$ cat src/rtl/game_tick_pkg.sv
// Shared constants for the game timebase.
// Contents:
//   MODE_*    2-bit channel mode encodings (off, strobe, toggle, one-shot)
//   CLK_HZ    board clock frequency
//   HALF_SEC  clock cycles in half a second (default channel period)
//   arm_ok    decides whether a channel with a given mode/period counts at all
package game_tick_pkg;

  localparam logic [1:0] MODE_OFF     = 2'b00;
  localparam logic [1:0] MODE_STROBE  = 2'b01;
  localparam logic [1:0] MODE_TOGGLE  = 2'b10;
  localparam logic [1:0] MODE_ONESHOT = 2'b11;

  localparam int unsigned CLK_HZ   = 50_000_000;
  localparam int unsigned HALF_SEC = 25_000_000;

  // A zero period is treated exactly like off: never armed, never fires.
  function automatic logic arm_ok(input logic [1:0] mode, input logic period_nz);
    return (mode != MODE_OFF) && period_nz;
  endfunction

endpackage

$ cat src/rtl/game_tick_channel.sv
// One timebase channel: period/mode registers, counter and event flops.
// Ports:
//   clk, resetn           board clock, async active-low reset
//   enable                run; low pauses the counter (tick forced low)
//   clear                 restart this channel with its current settings
//   load                  load load_period/load_mode and restart
//   load_period [CNT_W]   new period P
//   load_mode   [2]       new mode
//   tick, level, busy     registered outputs
module game_tick_channel
  import game_tick_pkg::*;
#(
  parameter int          CNT_W          = 27,
  parameter int unsigned DEFAULT_PERIOD = HALF_SEC,
  parameter logic [1:0]  DEFAULT_MODE   = MODE_TOGGLE
) (
  input  logic             clk,
  input  logic             resetn,
  input  logic             enable,
  input  logic             clear,
  input  logic             load,
  input  logic [CNT_W-1:0] load_period,
  input  logic [1:0]       load_mode,
  output logic             tick,
  output logic             level,
  output logic             busy
);

  localparam logic [CNT_W-1:0] RST_PERIOD = CNT_W'(DEFAULT_PERIOD);
  localparam logic             RST_BUSY   = (DEFAULT_MODE != MODE_OFF) && (DEFAULT_PERIOD != 0);

  logic [CNT_W-1:0] period_q, period_d;
  logic [1:0]       mode_q, mode_d;
  logic [CNT_W-1:0] cnt_q, cnt_d;
  logic             tick_q, tick_d;
  logic             level_q, level_d;
  logic             busy_q, busy_d;
  logic [CNT_W-1:0] period_m1;

  // Only meaningful while busy, which implies a non-zero period.
  assign period_m1 = period_q - CNT_W'(1);

  always_comb begin
    period_d = period_q;
    mode_d   = mode_q;
    cnt_d    = cnt_q;
    tick_d   = 1'b0;
    level_d  = level_q;
    busy_d   = busy_q;
    if (load || clear) begin
      // Restart beats any terminal count this cycle, so no event escapes.
      if (load) begin
        period_d = load_period;
        mode_d   = load_mode;
      end
      cnt_d   = '0;
      level_d = 1'b0;
      busy_d  = arm_ok(mode_d, period_d != '0);
    end else if (mode_q == MODE_OFF) begin
      cnt_d = '0;
    end else if (busy_q && enable) begin
      if (cnt_q == period_m1) begin
        cnt_d = '0;
        case (mode_q)
          MODE_STROBE:  tick_d = 1'b1;
          MODE_TOGGLE:  level_d = ~level_q;
          MODE_ONESHOT: begin
            tick_d = 1'b1;
            busy_d = 1'b0;
          end
          default: ;
        endcase
      end else begin
        cnt_d = cnt_q + CNT_W'(1);
      end
    end
  end

  always_ff @(posedge clk or negedge resetn) begin
    if (!resetn) begin
      period_q <= RST_PERIOD;
      mode_q   <= DEFAULT_MODE;
      cnt_q    <= '0;
      tick_q   <= 1'b0;
      level_q  <= 1'b0;
      busy_q   <= RST_BUSY;
    end else begin
      period_q <= period_d;
      mode_q   <= mode_d;
      cnt_q    <= cnt_d;
      tick_q   <= tick_d;
      level_q  <= level_d;
      busy_q   <= busy_d;
    end
  end

  assign tick  = tick_q;
  assign level = level_q;
  assign busy  = busy_q;

endmodule

$ cat src/rtl/game_tick_gen.sv
// Multi-channel timebase for game logic.
// Ports:
//   clk, resetn         board clock, async active-low reset
//   enable              global run/pause
//   clear               synchronous restart of all channels
//   cfg_we, cfg_ch      configuration write strobe and target channel
//   cfg_period, cfg_mode  settings written on cfg_we
//   tick  [NUM_CH]      one-cycle event pulses (strobe / one-shot)
//   level [NUM_CH]      square-wave outputs (toggle)
//   busy  [NUM_CH]      channel armed and counting
module game_tick_gen
  import game_tick_pkg::*;
#(
  parameter int          CNT_W          = 27,
  parameter int          NUM_CH         = 4,
  parameter int unsigned DEFAULT_PERIOD = HALF_SEC,
  parameter logic [1:0]  DEFAULT_MODE   = MODE_TOGGLE,
  localparam int         CH_W           = (NUM_CH > 1) ? $clog2(NUM_CH) : 1
) (
  input  logic              clk,
  input  logic              resetn,
  input  logic              enable,
  input  logic              clear,
  input  logic              cfg_we,
  input  logic [CH_W-1:0]   cfg_ch,
  input  logic [CNT_W-1:0]  cfg_period,
  input  logic [1:0]        cfg_mode,
  output logic [NUM_CH-1:0] tick,
  output logic [NUM_CH-1:0] level,
  output logic [NUM_CH-1:0] busy
);

  for (genvar gi = 0; gi < NUM_CH; gi++) begin : g_ch
    logic load;

    // Out-of-range channel numbers match no instance and are dropped.
    assign load = cfg_we && (cfg_ch == CH_W'(gi));

    game_tick_channel #(
      .CNT_W          (CNT_W),
      .DEFAULT_PERIOD (DEFAULT_PERIOD),
      .DEFAULT_MODE   (DEFAULT_MODE)
    ) u_ch (
      .clk         (clk),
      .resetn      (resetn),
      .enable      (enable),
      .clear       (clear),
      .load        (load),
      .load_period (cfg_period),
      .load_mode   (cfg_mode),
      .tick        (tick[gi]),
      .level       (level[gi]),
      .busy        (busy[gi])
    );
  end

endmodule

$ cat config.mk
export PLATFORM = sky130hd
export DESIGN_NAME = game_tick_gen
export DESIGN_NICKNAME = d
export VERILOG_FILES = /design/src/rtl/game_tick_pkg.sv /design/src/rtl/game_tick_channel.sv /design/src/rtl/game_tick_gen.sv
export SDC_FILE = /design/constraint.sdc
export NUM_CORES = 1
export LEC_CHECK = 0
export ABC_AREA = 1
export BUFFER_PORTS_ARGS = -buffer_cell sky130_fd_sc_hd__buf_2
export CAP_MARGIN = 30
export CORE_MARGIN = 2
export CORE_UTILIZATION = 64
export CTS_CLUSTER_SIZE = 8
export DETAILED_ROUTE_END_ITERATION = 10
export GPL_TIMING_DRIVEN = 0
export HOLD_SLACK_MARGIN = 0.02
export PLACE_DENSITY = 0.88
export SLEW_MARGIN = 15
export SYNTH_ARGS = -nofsm -noshare
export SYNTH_HDL_FRONTEND = slang
export SYNTH_SLANG_ARGS = --single-unit
$ cat constraint.sdc
create_clock -name clk -period 2.3 [get_ports clk]
set_input_delay 0 -clock clk [delete_from_list [all_inputs] [get_ports clk]]
set_output_delay 0 -clock clk [all_outputs]
set_load 0.03 [all_outputs]
Yosys cells after proc, flatten, opt, wreduce, memory -nomap -nowiden
Index checks and enable logic that the tools add are counted.

operators by class
  add/subtract/negate cells = 8
  $mul = 0
  div/mod/pow operators = 0
  $lt $le $gt $ge = 0
  eq/ne operators = 23
  shift-type cells = 0
  mux-type cells = 92
  bitwise logic cells = 4
  reduce and logical (&&, ||, !) cells = 61

operator list
  cell                                                                   number
  27-bit 2-to-1 mux                                                      24
  27-bit by 1-bit adder with 27-bit output, second input constant        4
  27-bit equality test                                                   4
  27-bit nonzero test                                                    4
  27-bit by 1-bit subtractor with 27-bit output, second input constant   4
  1-bit 2-to-1 mux                                                       60
  2-bit nonzero test                                                     20
  4-bit AND reduction                                                    8
  2-bit equality test, second input constant                             10
  2-bit 2-to-1 mux                                                       8
  1-bit logical AND                                                      12
  3-bit nonzero test                                                     4
  2-bit by 1-bit equality test with 1-bit output, second input constant  5
  2-bit logical NOT                                                      5
  2-bit by 1-bit != test with 1-bit output, second input constant        4
  2-bit OR reduction                                                     4
  1-bit logical OR                                                       4
  1-bit NOT                                                              4

storage, ports and cells
  flip-flop bits (word level) = 236
  latch bits = 0
  RAM bits = 0
  memory bits (read-only) = 0
  input bits = 36
  logic and storage cells = 212
  memories = 0

Logic depth before layout (Yosys ltp)
  depth after elaboration = 7
  depth in mapped cells = 17

Modules after synthesis
From an unflattened synthesis, not the netlist that was laid out.

second synthesis, totals
  cells, all modules = 2,937
  area total of the unflattened synthesis = 19,042.0 sq um

modules (own cells, without submodules)
  module                                instances  cells an instance  area an instance (sq um)  sequential area each (sq um)
  game_tick_channel (g_ch[0].u_ch ...)  2          740                4,777.1                   1,493.9
  game_tick_channel (g_ch[2].u_ch)      1          713                4,743.3                   1,493.9
  game_tick_channel (g_ch[3].u_ch)      1          736                4,714.5                   1,493.9
  game_tick_gen                         1          8                  30.0                      0.0

Worst setup path after synthesis
OpenSTA, ideal clock, no wires.

  path kind = flip-flop to flip-flop
  from = register g_ch[1].u_ch.period_q[0]
  to = register g_ch[1].u_ch.cnt_q[10]
  data arrival time = 1.988 ns
  required time = 2.167 ns
  path slack = 0.179 ns
  stages on the path, launching flop included = 15
  buffers on the path = 2
  cells stage by stage = dfrtp_1 > inv_1 > ha_1 > nand2_1 > nor2_2 > buf_6 > xor2_1 > nand2_1 > nor2_1 > nand2_1 > nor2_1 > nand3_2 > nand3_4 > buf_6 > o22ai_1

on the way
  word-level cells in the longest chain between the ends = 6

ends and longest elaborated chain
  what                                           line                     source
  start, declared                                game_tick_channel.sv:32  logic [CNT_W-1:0] period_q, period_d;
  start signal, assigned                         game_tick_channel.sv:88  period_q <= period_d;
  27-bit by 1-bit subtractor with 27-bit output  game_tick_channel.sv:41  assign period_m1 = period_q - CNT_W'(1);
  27-bit equality test                           game_tick_channel.sv:62  if (cnt_q == period_m1) begin
  27-bit 2-to-1 mux                              game_tick_channel.sv:62
  27-bit 2-to-1 mux                              game_tick_channel.sv:61  end else if (busy_q && enable) begin
  27-bit 2-to-1 mux                              game_tick_channel.sv:59  end else if (mode_q == MODE_OFF) begin
  27-bit 2-to-1 mux                              game_tick_channel.sv:50  if (load || clear) begin
  end signal, assigned                           game_tick_channel.sv:90  cnt_q <= cnt_d;
  end, declared                                  game_tick_channel.sv:34  logic [CNT_W-1:0] cnt_q, cnt_d;

Every way passes these cells. The select of a mux whose other input is x is not followed.
A chain may end at the register's enable or synchronous reset.

Worst setup path after layout
  from = register g_ch[1].u_ch.period_q[1]
  to = register g_ch[1].u_ch.cnt_q[2]

Same word-level chain as after synthesis.

==> qor.log <==
INFO  run_status     run_status=finished, violations left
INFO  run_status     failed_checks=negative setup slack
INFO  power          power_leakage=9.67nW
INFO  drt            routed_wl=54.9mm
INFO  synthesis      synth_sequential_area_ratio=34.9%
INFO  sta            worst_slew_margin_rel=52.3%
INFO  synthesis      yosysWarnings=0
INFO  global_route   antenna_found_initial=1
INFO  setup_path     timing.critical_path.max_delay_family=simple AND/OR/NAND/NOR gates
INFO  global_route   global_route_wire_length_before_repair=84.1mm
INFO  drt            drcViolationCount=0
INFO  global_route   via_count_of_the_first_global_routing_pass=16,900
INFO  cells_and_area multi_input_area=10,200squm
INFO  setup_path     end_kind=register
INFO  synthesis      synth_async_reset_ratio=100%
INFO  cells_and_area post-route-cell-area=20,800squm
INFO  setup_path     critical_path.max_fanout=6
INFO  cells_and_area finalNetCount=2,761
INFO  placed_design  pre_cts_slack=-0.384ns
INFO  global_route   grt.overflow.total=0
INFO  setup_path     reg2reg_setup_slack=-0.08ns
INFO  sta            fmax=419MHz
INFO  die            die_area=28,100squm
INFO  sta            layout_min_cycle_time=2.38ns
INFO  die            die_width=168um
INFO  sta            fin_crit_sh=104%
INFO  setup_path     critical-path-slowest-cell=sky130_fd_sc_hd__dfrtp_2
INFO  setup_path     max_stage_delay=0.44ns
INFO  placed_design  post_detail_place_hpwl=37.7mm
INFO  setup_path     worstPathArrival=2.76ns
INFO  power          peakVddDrop=610uV
INFO  synthesis      synth_register_bits=236
INFO  setup_path     critical_path_class=register to register
INFO  clock_network  clockRootBuffer=sky130_fd_sc_hd__clkbuf_16
INFO  die            effective_utilization_at_floorplan=65.4%
INFO  cells_and_area layout_commonest_cell=sky130_fd_sc_hd__nand2_1
INFO  die            die_height=168um
INFO  drt            firstDrtPassIters=5
INFO  clock_network  clk_path_buf_depth=3
INFO  placed_design  routability_congestion_estimate=0.979
INFO  sta            totalNegativeSetupSlack=-3.74ns
INFO  sta            rsz0062_at_grt=yes
INFO  sta            max_transition_viols_final=0
INFO  cells_and_area fillers=1,784
INFO  die            core=26,200squm
INFO  clock_network  cts_tree=yes
INFO  cells_and_area layout.cells.most_common_list=667 x sky130_fd_sc_hd__nand2_1, 365 x sky130_fd_sc_hd__inv_1, 243 x sky130_fd_sc_hd__nor2_1, 163 x sky130_fd_sc_hd__dfrtp_1, 153 x sky130_fd_sc_hd__o21ai_0
INFO  synthesis      synthesis.area_per_instance=6.78squm
INFO  clock_network  number_of_h_tree_levels=2
INFO  sta            setup_slack=-0.0839ns
INFO  sta            finClkSkew=0.0250ns
INFO  power          total_power=14.1mW
INFO  sta            hold_violations=0
INFO  synthesis      synthCells=2,528
INFO  power          cellPowerDensity=679nW/um^2
INFO  clock_network  worst_setup_hold_path_clk_slew=0.05ns
INFO  die            top_ports=48
INFO  drt            detail_route.vias_per_cell=5.88
INFO  flow_run       drv.max_cap_violation_count=0
INFO  setup_path     cp_cell_sequence=inv_2 -> ha_4 -> nand2_4 -> nor2_4 -> buf_6 -> xor2_2 -> nand2_1 -> nor2_1 -> nand2_1 -> nor2_4 -> nand3_4 -> nand3_4 -> buf_6 -> o22ai_2
INFO  setup_path     critPathLaunchType=register
INFO  sta            timing.final.setup_violations=78
INFO  drt            ant_nets=0
INFO  die            rows=59
INFO  drt            via_count=18,100
INFO  cells_and_area seq_area=6000squm
INFO  synthesis      synth.cell_area=17,100squm
INFO  clock_network  clock_latency=0.54ns
INFO  placed_design  placed_instance_area=17,900squm
INFO  placed_design  placed_insts=2,912
INFO  synthesis      synth.lib_cells_used.distinct=48
INFO  setup_path     critical_path_required=2.68ns
INFO  cells_and_area area.growth.synth_to_final=21.2%
INFO  clock_network  cts_made_buffers=35
INFO  synthesis      synth-edff-count=0
INFO  cells_and_area finalNonFillerCells=3,078
INFO  drt            wl_per_cell=17.8um
INFO  sta            worst-slew-pin-transition=0.716ns
INFO  setup_path     cp_num_buf_inv=3
INFO  global_route   global_route.usage.total=37.2%
INFO  cells_and_area drive_above_1_share=18.9%
INFO  synthesis      mappedNetlistNets=2,572
INFO  worst_hold_path holdCritPathClass=input port to register
INFO  synthesis      postSynth.topFlopCell=sky130_fd_sc_hd__dfrtp_1
INFO  global_route   grt_start_max_net_pins=110
INFO  clock_network  cts_num_sinks=236
INFO  placed_design  port_buffers=47
INFO  drt            drt_iter0_drc=1,897
## area by class of cell
class                           count  share of cell area (%)
Clock buffer                       60                    4.82
Antenna cell                        1                  0.0120
Timing Repair Buffer              150                    5.97
Buffer                             67                    2.02
Inverter                          380                    6.87
Multi-Input combinational cell   1847                    49.3
Tap cell                          335                    2.02
Sequential cell                   236                    28.9
Clock inverter                      2                   0.120
## cells by family after synthesis
group           after synthesis  synth area share [%]
compound gates              273                  8.66
xor+xnor                    169                  8.64
fa+ha+maj                     8                 0.584
buf+inv                     447                  10.7
flops                       236                  34.9
mux                           7                 0.409
simple gates               1388                  36.2
## power breakdown
part	switching [mW]	internal, mW
Combinational	2.45	1.42
Clock	1.95	2.94
Sequential	0.635	4.71
Total	5.04	9.07
## sequential cells by signal, indices dropped and copies added (netlist names)
signal              cells
g_ch.u_ch.mode_q        8
g_ch.u_ch.busy          4
g_ch.u_ch.cnt_q       108
g_ch.u_ch.period_q    108
g_ch.u_ch.level         4
g_ch.u_ch.tick          4
## routing by layer
metal | GRT usage, % | up-vias | routed length (um)
met5 | 0 | - | 0
met4 | 21.6 | 0 | 3570
met3 | 5.15 | 225 | 4770
met2 | 61.2 | 946 | 25600
met1 | 47.2 | 8486 | 20900
li1 | - | 8428 | -
## per-stage QoR
stage               hold WS, ns  util, %
floorplan                -0.296        -
global placement          0.248     67.9
detailed placement       -0.149     68.1
CTS                      0.0211     75.8
global route             0.0730     79.3
finish                   0.0296     79.3
## worst min-delay path, cell delays in order
cell,delay [ns]
sky130_fd_sc_hd__buf_2,0.12
sky130_fd_sc_hd__nand3_2,0.11
sky130_fd_sc_hd__inv_2,0.09
sky130_fd_sc_hd__nand2_1,0.06
sky130_fd_sc_hd__o21ai_0,0.07
sky130_fd_sc_hd__inv_1,0.07
## path summary, 6_finish.rpt
kind                       depth (start not counted)                               endpoint                                  from
max reg2reg                                       14      g_ch[1].u_ch.cnt_q[2]$_DFFE_PN0P_  g_ch[1].u_ch.period_q[1]$_DFFE_PN0N_
min in group asynchronous                          3      g_ch[3].u_ch.cnt_q[2]$_DFFE_PN0P_                                resetn
max in group asynchronous                          4     g_ch[3].u_ch.cnt_q[16]$_DFFE_PN0P_                                resetn
min                                                6  g_ch[0].u_ch.period_q[10]$_DFFE_PN0N_                                cfg_we
max                                               14      g_ch[1].u_ch.cnt_q[2]$_DFFE_PN0P_  g_ch[1].u_ch.period_q[1]$_DFFE_PN0N_
min reg2reg                                        2          g_ch[2].u_ch.busy$_DFFE_PN1P_         g_ch[2].u_ch.busy$_DFFE_PN1P_
## synth_stat cells, types with 3 or more instances
master	instances	area (sq um)
sky130_fd_sc_hd__nand2_1	704	2640
sky130_fd_sc_hd__inv_1	374	1400
sky130_fd_sc_hd__nor2_1	279	1050
sky130_fd_sc_hd__dfrtp_1	180	4500
sky130_fd_sc_hd__o21ai_0	167	836
sky130_fd_sc_hd__nand3_1	140	701
sky130_fd_sc_hd__xor2_1	125	1090
sky130_fd_sc_hd__nand4_1	73	457
sky130_fd_sc_hd__o22ai_1	58	363
sky130_fd_sc_hd__dfstp_2	56	1470
sky130_fd_sc_hd__xnor2_1	44	385
sky130_fd_sc_hd__nor3_1	41	205
sky130_fd_sc_hd__clkbuf_1	38	143
sky130_fd_sc_hd__nor4_1	31	194
sky130_fd_sc_hd__nand2_2	26	163
sky130_fd_sc_hd__a21oi_1	23	115
sky130_fd_sc_hd__nor2_2	23	144
sky130_fd_sc_hd__nand3b_1	20	150
sky130_fd_sc_hd__buf_4	16	120
sky130_fd_sc_hd__nor2_4	12	135
sky130_fd_sc_hd__nand3_2	9	90.1
sky130_fd_sc_hd__or2_2	9	56.3
sky130_fd_sc_hd__ha_1	8	100
sky130_fd_sc_hd__buf_6	7	78.8
sky130_fd_sc_hd__mux2i_1	7	70.1
sky130_fd_sc_hd__inv_2	6	22.5
sky130_fd_sc_hd__o21ai_1	6	30.0
sky130_fd_sc_hd__a31oi_1	5	31.3
sky130_fd_sc_hd__o21bai_1	5	37.5
sky130_fd_sc_hd__buf_2	4	20.0
sky130_fd_sc_hd__nand2_4	4	45.0
sky130_fd_sc_hd__and3_1	3	18.8
sky130_fd_sc_hd__nor3b_1	3	22.5
## timing repair
| item | 4_1_cts | 5_1_grt |
|---|---|---|
| hold buffers | 33 | 0 |
| pin swaps | 23 | 38 |
| endpoints found under the hold margin | 297 | 0 |
| setup endpoints to repair | 115 | 118 |
| gates resized for setup | 91 | 180 |
| setup buffers | 39 | 18 |
| gates cloned | 8 | 4 |
Power figures use the tool's default switching activity.
